<file path="src/rtl/photon_pkg.sv">
// Shared definitions for the photon pulse generator: default widths and FSM encoding.
// Imported by the generator top and its phase timer.
package photon_pkg;

    localparam int COUNTSIZE_DEF = 32;
    localparam int LENSIZE_DEF   = 16;

    typedef enum logic [1:0] {
        S_IDLE = 2'd0,
        S_HIGH = 2'd1,
        S_LOW  = 2'd2,
        S_DONE = 2'd3
    } pg_state_e;

endpackage

</file>
<file path="src/rtl/phase_timer.sv">
// Down-counter timing one HIGH or LOW phase. A load starts a phase of len_i clocks
// (0 counts as 1); expire_o pulses during the last cycle of that phase.
module phase_timer #(
    parameter int LENSIZE = 16
) (
    input  logic               clk_i,
    input  logic               rst_i,
    input  logic               load_i,
    input  logic [LENSIZE-1:0] len_i,
    output logic               expire_o
);

    localparam logic [LENSIZE-1:0] ONE = LENSIZE'(1);

    logic [LENSIZE-1:0] cnt_q, cnt_d;
    logic               run_q, run_d;

    always_comb begin
        cnt_d = cnt_q;
        run_d = run_q;
        if (load_i) begin
            run_d = 1'b1;
            // The counter holds the cycles remaining after the current one.
            cnt_d = (len_i == '0) ? '0 : (len_i - ONE);
        end else if (run_q) begin
            if (cnt_q == '0) begin
                run_d = 1'b0;
            end else begin
                cnt_d = cnt_q - ONE;
            end
        end
    end

    always_ff @(posedge clk_i) begin
        if (rst_i) begin
            cnt_q <= '0;
            run_q <= 1'b0;
        end else begin
            cnt_q <= cnt_d;
            run_q <= run_d;
        end
    end

    assign expire_o = run_q && (cnt_q == '0);

endmodule

</file>
<file path="src/rtl/photon_pulse_gen.sv">
// Emits a train of g_pulse_num pulses with programmable high/low phase lengths on a
// registered g_ch1_out, with busy/done status, abort and a sent-pulse counter.
module photon_pulse_gen
    import photon_pkg::*;
#(
    parameter int COUNTSIZE = COUNTSIZE_DEF,
    parameter int LENSIZE   = LENSIZE_DEF
) (
    input  logic                 g_clk,
    input  logic                 g_rst,
    input  logic                 g_start,
    input  logic                 g_abort,
    input  logic [COUNTSIZE-1:0] g_pulse_num,
    input  logic [LENSIZE-1:0]   g_high_len,
    input  logic [LENSIZE-1:0]   g_low_len,
    output logic                 g_ch1_out,
    output logic                 g_busy,
    output logic                 g_done,
    output logic [COUNTSIZE-1:0] g_sent_cnt,
    output logic [1:0]           g_state_dbg
);

    localparam logic [COUNTSIZE-1:0] CNT_ONE = COUNTSIZE'(1);

    pg_state_e            state_q, state_d;
    logic [COUNTSIZE-1:0] num_q, num_d;
    logic [LENSIZE-1:0]   high_q, high_d;
    logic [LENSIZE-1:0]   low_q, low_d;
    logic [COUNTSIZE-1:0] sent_q, sent_d;
    logic                 ch1_q, busy_q, done_q;

    logic                 tmr_load;
    logic [LENSIZE-1:0]   tmr_len;
    logic                 tmr_expire;

    phase_timer #(
        .LENSIZE(LENSIZE)
    ) u_timer (
        .clk_i   (g_clk),
        .rst_i   (g_rst),
        .load_i  (tmr_load),
        .len_i   (tmr_len),
        .expire_o(tmr_expire)
    );

    always_comb begin
        state_d  = state_q;
        num_d    = num_q;
        high_d   = high_q;
        low_d    = low_q;
        sent_d   = sent_q;
        tmr_load = 1'b0;
        tmr_len  = high_q;
        unique case (state_q)
            S_IDLE: begin
                // Abort is meaningless here, so a simultaneous start still wins.
                if (g_start) begin
                    num_d  = g_pulse_num;
                    high_d = g_high_len;
                    low_d  = g_low_len;
                    if (g_pulse_num != '0) begin
                        state_d  = S_HIGH;
                        sent_d   = CNT_ONE;
                        tmr_load = 1'b1;
                        tmr_len  = g_high_len;
                    end else begin
                        state_d = S_DONE;
                        sent_d  = '0;
                    end
                end
            end
            S_HIGH: begin
                if (g_abort) begin
                    state_d = S_IDLE;
                end else if (tmr_expire) begin
                    state_d  = S_LOW;
                    tmr_load = 1'b1;
                    tmr_len  = low_q;
                end
            end
            S_LOW: begin
                if (g_abort) begin
                    state_d = S_IDLE;
                end else if (tmr_expire) begin
                    // Equality test keeps a full-scale count from wrapping.
                    if (sent_q != num_q) begin
                        state_d  = S_HIGH;
                        sent_d   = sent_q + CNT_ONE;
                        tmr_load = 1'b1;
                        tmr_len  = high_q;
                    end else begin
                        state_d = S_DONE;
                    end
                end
            end
            S_DONE: begin
                state_d = S_IDLE;
            end
            default: begin
                state_d = S_IDLE;
            end
        endcase
    end

    always_ff @(posedge g_clk) begin
        if (g_rst) begin
            state_q <= S_IDLE;
            num_q   <= '0;
            high_q  <= '0;
            low_q   <= '0;
            sent_q  <= '0;
            ch1_q   <= 1'b0;
            busy_q  <= 1'b0;
            done_q  <= 1'b0;
        end else begin
            state_q <= state_d;
            num_q   <= num_d;
            high_q  <= high_d;
            low_q   <= low_d;
            sent_q  <= sent_d;
            ch1_q   <= (state_d == S_HIGH);
            busy_q  <= (state_d == S_HIGH) || (state_d == S_LOW);
            done_q  <= (state_d == S_DONE);
        end
    end

    assign g_ch1_out   = ch1_q;
    assign g_busy      = busy_q;
    assign g_done      = done_q;
    assign g_sent_cnt  = sent_q;
    assign g_state_dbg = state_q;

endmodule

</file>
<file path="config.mk">
export PLATFORM = sky130hd
export DESIGN_NAME = photon_pulse_gen
export DESIGN_NICKNAME = d
export VERILOG_FILES = /design/src/rtl/photon_pkg.sv /design/src/rtl/phase_timer.sv /design/src/rtl/photon_pulse_gen.sv
export SDC_FILE = /design/constraint.sdc
export NUM_CORES = 1
export LEC_CHECK = 0
export ABC_CLOCK_PERIOD_IN_PS = 5500
export BUFFER_PORTS_ARGS = -buffer_cell sky130_fd_sc_hd__buf_2
export CORE_ASPECT_RATIO = 1.75
export CORE_MARGIN = 5
export CORE_UTILIZATION = 40
export DETAILED_ROUTE_END_ITERATION = 10
export GPL_TIMING_DRIVEN = 0
export HOLD_SLACK_MARGIN = 0.08
export PLACE_DENSITY_LB_ADDON = 0.3
export REMOVE_ABC_BUFFERS = 1
export SLEW_MARGIN = 20
export SYNTH_ARGS = -nofsm -noshare
export SYNTH_HDL_FRONTEND = slang
export SYNTH_SLANG_ARGS = --single-unit
</file>
<file path="constraint.sdc">
create_clock -name g_clk -period 5.5 [get_ports g_clk]
set_input_delay 0.275 -clock g_clk [delete_from_list [all_inputs] [get_ports g_clk]]
set_output_delay 0.275 -clock g_clk [all_outputs]
set_load 0.1 [all_outputs]
</file>
Word level (Yosys, flattened, before mapping)
Cells that the tools add are included.
{ "classes": {"addsub": 3, "mul": 0, "n_div": 0, "order_cmp": 0, "eq_ne": 12, "shift": 0, "muxes": 34, "n_bitwise": 0, "n_reduce_logical": 11} }
{ "ops": {"columns": ["operator", "n"], "rows": [
  ["$mux W16", 8],
  ["$mux W32", 4],
  ["$pmux W32 S2", 1],
  ["$add A32 B1 Y32 const B", 1],
  ["$logic_not A16 Y1", 2],
  ["$ne A32 B32 Y1", 1],
  ["$pmux W16 S2", 1],
  ["$reduce_bool A32 Y1", 1],
  ["$sub A16 B1 Y16 const B", 2],
  ["$mux W2", 7],
  ["$mux W1", 11],
  ["$ne A2 B2 Y1 const B", 5],
  ["$eq A2 B2 Y1 const B", 4],
  ["$pmux W2 S4", 1],
  ["$reduce_and A5 Y1", 1],
  ["$eq A2 B1 Y1 const B", 2],
  ["$reduce_and A2 Y1", 2],
  ["$reduce_bool A2 Y1", 2],
  ["$pmux W1 S3", 1],
  ["$logic_not A2 Y1", 1],
  ["$logic_and A1 B1 Y1", 1],
  ["$logic_or A1 B1 Y1", 1]
]} }
{ "word_totals": {"ff_bits": 118, "latchBits": 0, "ram_bits": 0, "romBits": 0, "out_inout_bits": 37, "word_cells": 70, "n_memories": 0} }

Longest topological paths before layout
{ "logic_depth": {"depth_word": 8, "depth_mapped": 15, "mapped_depth_nobuf": 13} }

Modules after synthesis
Synthesis repeated with hierarchy kept, for this count alone.
{ "hier_totals": {"hier_cells": 778, "hier_area_um2": 6068.3} }
{ "modules_own_cells": {"columns": ["mod", "n_inst", "cells_per_inst", "area_per_inst_um2", "seq_area_each_um2"], "rows": [
  ["photon_pulse_gen", 1, 615, 4737.0, 2021.9],
  ["phase_timer", 1, 163, 1331.3, 340.3]
]} }

Worst setup path after synthesis
OpenSTA, ideal clock, no wires.
{ "synth_timing": {"kind": "reg2reg", "from": "reg state_q[0], in the netlist g_state_dbg[0]", "to": "reg u_timer.cnt_q[5]", "setup_time_ns": 0.115, "t_arrival_ns": 3.355, "slack_ns": 2.031, "path_stages_with_launch": 15, "path_buffers": 4, "path_cell_list": "dfxtp_1 > clkbuf_1 > nand2b_1 > clkbuf_1 > nor3_4 > nor2_4 > buf_6 > a221oi_2 > ha_1 > nand4_2 > nor2_2 > a31o_4 > buf_8 > nor3_2 > o21a_1"} }
{ "synth_via": {"elab_chain_len": 5, "elab_cells_between_ends": 12} }
{ "synth_rtl": {"columns": ["element", "line", "text"], "rows": [
  ["from (decl)", "photon_pulse_gen.sv:25", "pg_state_e state_q, state_d;"],
  ["from (signal assigned)", "photon_pulse_gen.sv:116", "state_q <= state_d;"],
  ["$eq A2 B1 Y1 / $logic_not A2 Y1 (equally long branches)", "photon_pulse_gen.sv:54", "unique case (state_q)"],
  ["$pmux W16 S2", "photon_pulse_gen.sv:54", null],
  ["$sub A16 B1 Y16 / $logic_not A16 Y1 (equally long branches)", "phase_timer.sv:24", "cnt_d = (len_i == '0) ? '0 : (len_i - ONE);"],
  ["$mux W16", "phase_timer.sv:24", null],
  ["$mux W16", "phase_timer.sv:21", "if (load_i) begin"],
  ["to (signal assigned)", "phase_timer.sv:39", "cnt_q <= cnt_d;"],
  ["to (decl)", "phase_timer.sv:15", "logic [LENSIZE-1:0] cnt_q, cnt_d;"]
]} }
Several ways; a longest one is shown, not always the timed one.
A chain may end at the register's enable or synchronous reset.

Worst setup path after layout
{ "layout_timing": {"from": "reg u_timer.cnt_q[0]", "to": "reg u_timer.cnt_q[7]"} }
{ "layout_via": {"elab_chain_len": 8, "elab_cells_between_ends": 20} }
{ "layout_rtl": {"columns": ["element", "line", "text"], "rows": [
  ["$logic_not A16 Y1", "phase_timer.sv:26, phase_timer.sv:44", null],
  ["$logic_and A1 B1 Y1", "phase_timer.sv:44", "assign expire_o = run_q && (cnt_q == '0);"],
  ["$mux W16", "photon_pulse_gen.sv:75", "end else if (tmr_expire) begin"],
  ["$mux W16", "photon_pulse_gen.sv:73", "if (g_abort) begin"],
  ["$pmux W16 S2", "photon_pulse_gen.sv:54", null],
  ["$sub A16 B1 Y16 / $logic_not A16 Y1 (equally long branches)", "phase_timer.sv:24", null],
  ["$mux W16", "phase_timer.sv:24", null],
  ["$mux W16", "phase_timer.sv:21", null]
]} }
Several ways; a longest one is shown, not always the timed one. The select of a mux whose other input is x is not followed.

==> flow_summary.ini <==
[sta]
tightest_slew_ns = 0.970
fin_crit_sh = 0.779
fmaxAchievable_mhz = 233
maxSlewHeadroom = 0.351
period_needed_ns = 4.28
hold_viol = 0
rsz0062_at_grt = no
setup_viol = 0
skew_ns = 0.0121
slew_violations = 0

[final_layout]
final_cell_mix = nand2_1, dfxtp_1, buf_2
finalNetCount = 928
stdcell_count = 1050
layout-drive-gt1-share = 0.209
area_growth_pct = 20.9
n_antenna_cell = 0
layout_commonest_cell = nand2_1

[yosys]
syn_inst = 760
postSynth.asyncResetShare = 0
synth_edf_count = 0
ys_warn_count = 0
syn_avg_cell_area_sq_um = 7.98
ys.flop_type = dfxtp_1
synth_area_sq_mm = 0.00606
seq_area_frac_synth = 0.390
synth_seq_cells = 118
synth.distinct_cells = 64

[route]
drt-initial-drc-count = 166
vias_per_cell = 5.27
drt-pass1-iter-count = 4
drt_drc_violations_left = 0
finalWirelength_mm = 17.1
num_vias = 5538
wire_per_inst_um = 16.3
antenna_left = 0

[floorplanning]
die_w_um = 103
rows = 59
start_util = 0.407
fp.dieH_um = 173
io_pins = 105
die_area_sq_mm = 0.0178
core_area_sq_mm = 0.0149

[worst_setup_path]
crit_path_max_fanout = 14
critPathMaxStageDelay_ns = 0.83
cp-end-kind = register
cp-start-kind = register
path_class = reg -> reg
slowest_stage = nor3_4
arrival_ns = 4.57
path_common_cell = nand4_2
required_ns = 5.79
worstPathCellList = inv_1 -> ha_1 -> nor4b_2 -> nand4_2 -> nor3_4 -> nor2_4 -> a221oi_2 -> nand4_2 -> nor3b_2 -> a31o_4 -> or2_1 -> o22ai_1

[pwr]
vdd_drop_max_mv = 0.226
p_leak_nw = 2.88
power.density_mw_per_mm2 = 338
total_power_mw = 2.48

[global_routing]
grt_pass1_wl_mm = 26.6
grt_start_max_net_pins = 72
antenna_found_initial = 1
grt_overflow = 0
first_global_vias = 5424
track_usage = 0.191

[clock_tree]
cts_htree_levels = 4
cts_tree = built
clk_pin_slew_ns = 0.06
clock-root-buffer = clkbuf_16
clock_path_buffers = 2
numCtsBuffers = 17
post_cts_resized = 0
holdBufCountCts = 0
clock-sinks = 118
post_cts_buffers = 0
clk_latency_ns = 0.42

[placed_design]
io_buffers = 104
dp_hpwl_mm = 12.8
place_inst = 1018
finalWeightedCongestion = 0.841

[outcome]
outcome = finished, final reports clean

[flow_run]
drv_cap = 0

[min_path]
hold_path_class = in -> reg
## layer usage
layer	global-route usage	vias up	share of wire
met5	0	-	0.00064
met4	0.0870	2	0.029
met3	0.0395	26	0.054
met2	0.357	148	0.56
met1	0.195	2552	0.36
li1	-	2810	-
## registers in the layout, indices dropped and copies added (netlist names)
signal and count:
g_sent_cnt 32, num_q 32, high_q 16, low_q 16, u_timer.cnt_q 16, g_state_dbg 2, g_busy 1, g_ch1_out 1
g_done 1, u_timer.run_q 1
## worst paths after layout
kind	from	end	slack, ns	depth (start not counted)
setup / recovery	u_timer.cnt_q[0]$_SDFFE_PP0P_	u_timer.cnt_q[7]$_SDFFE_PP0P_	1.22	12
hold / removal	g_low_len[15]	low_q[15]$_SDFFE_PP0P_	0.09	3
setup reg to reg	u_timer.cnt_q[0]$_SDFFE_PP0P_	u_timer.cnt_q[7]$_SDFFE_PP0P_	1.22	12
hold reg to reg	high_q[14]$_SDFFE_PP0P_	high_q[14]$_SDFFE_PP0P_	0.46	2
## final cells by class
type	count	area, sq um
clock buffers	18	439
clock inverters	14	143
fillers	1507	7580
inverters	12	45.0
multi-input cells	593	3500
flip-flops and latches	118	2360
well taps	183	229
repair buffers	112	616
## synthesized netlist by cell type (5+ instances only)
cell / instances / area share
and3_1: 7 / 0.0072
nand2_1: 170 / 0.11
dfxtp_1: 118 / 0.39
inv_1: 12 / 0.0074
o21ai_0: 18 / 0.015
nand4_1: 18 / 0.019
o22ai_1: 5 / 0.0052
clkbuf_1: 26 / 0.016
xor2_1: 25 / 0.036
nor2b_1: 9 / 0.0093
and4_1: 5 / 0.0072
a21oi_1: 89 / 0.073
or3_1: 10 / 0.010
xnor2_1: 52 / 0.075
nor3_1: 13 / 0.011
ha_1: 6 / 0.012
nor2_1: 66 / 0.041
nor4_1: 11 / 0.011
nand3_1: 17 / 0.014
a221oi_2: 8 / 0.020
## metrics by stage
stage                     hold WS, ns  setup slack, ns  setup TNS, ns  cell area (sq um)  utilization
final                          0.0907             1.22              0               7330        0.492
after global routing           0.0872            0.944              0               7330        0.492
after CTS                      0.0813             1.19              0               7330        0.492
after detailed placement        0.452             1.18              0               6750        0.453
after global placement          0.442            -3.46        -224.16               6640        0.445
after floorplan                 0.342           -0.974         -19.63               5890            -
## cell families after synthesis
family | after synthesis | share of synthesized area
compound gates | 153 | 0.165
xor+xnor | 77 | 0.111
fa+ha+maj | 6 | 0.0124
buf+inv | 49 | 0.0359
flops | 118 | 0.390
mux | 2 | 0.00330
simple gates | 355 | 0.282
## power by group
group / internal [mW] / switching, mW / leakage (nW) / total (mW)
clock network: 0.646 / 0.441 / 0.282 / 1.09
registers: 0.906 / 0.0492 / 0.965 / 0.955
logic: 0.174 / 0.265 / 1.63 / 0.439
total: 1.73 / 0.755 / 2.88 / 2.48
## worst max-delay path, delay by kind of cell (launching register included)
kind                     cells  cell delay [ns]
AO/OA/AOI/OAI                3             1.05
buffers and inverters        1             0.11
adder cells (fa/ha/maj)      1             0.17
AND/OR/NAND/NOR              7             2.50
flip-flops                   1             0.32
Power figures use the tool's default switching activity.
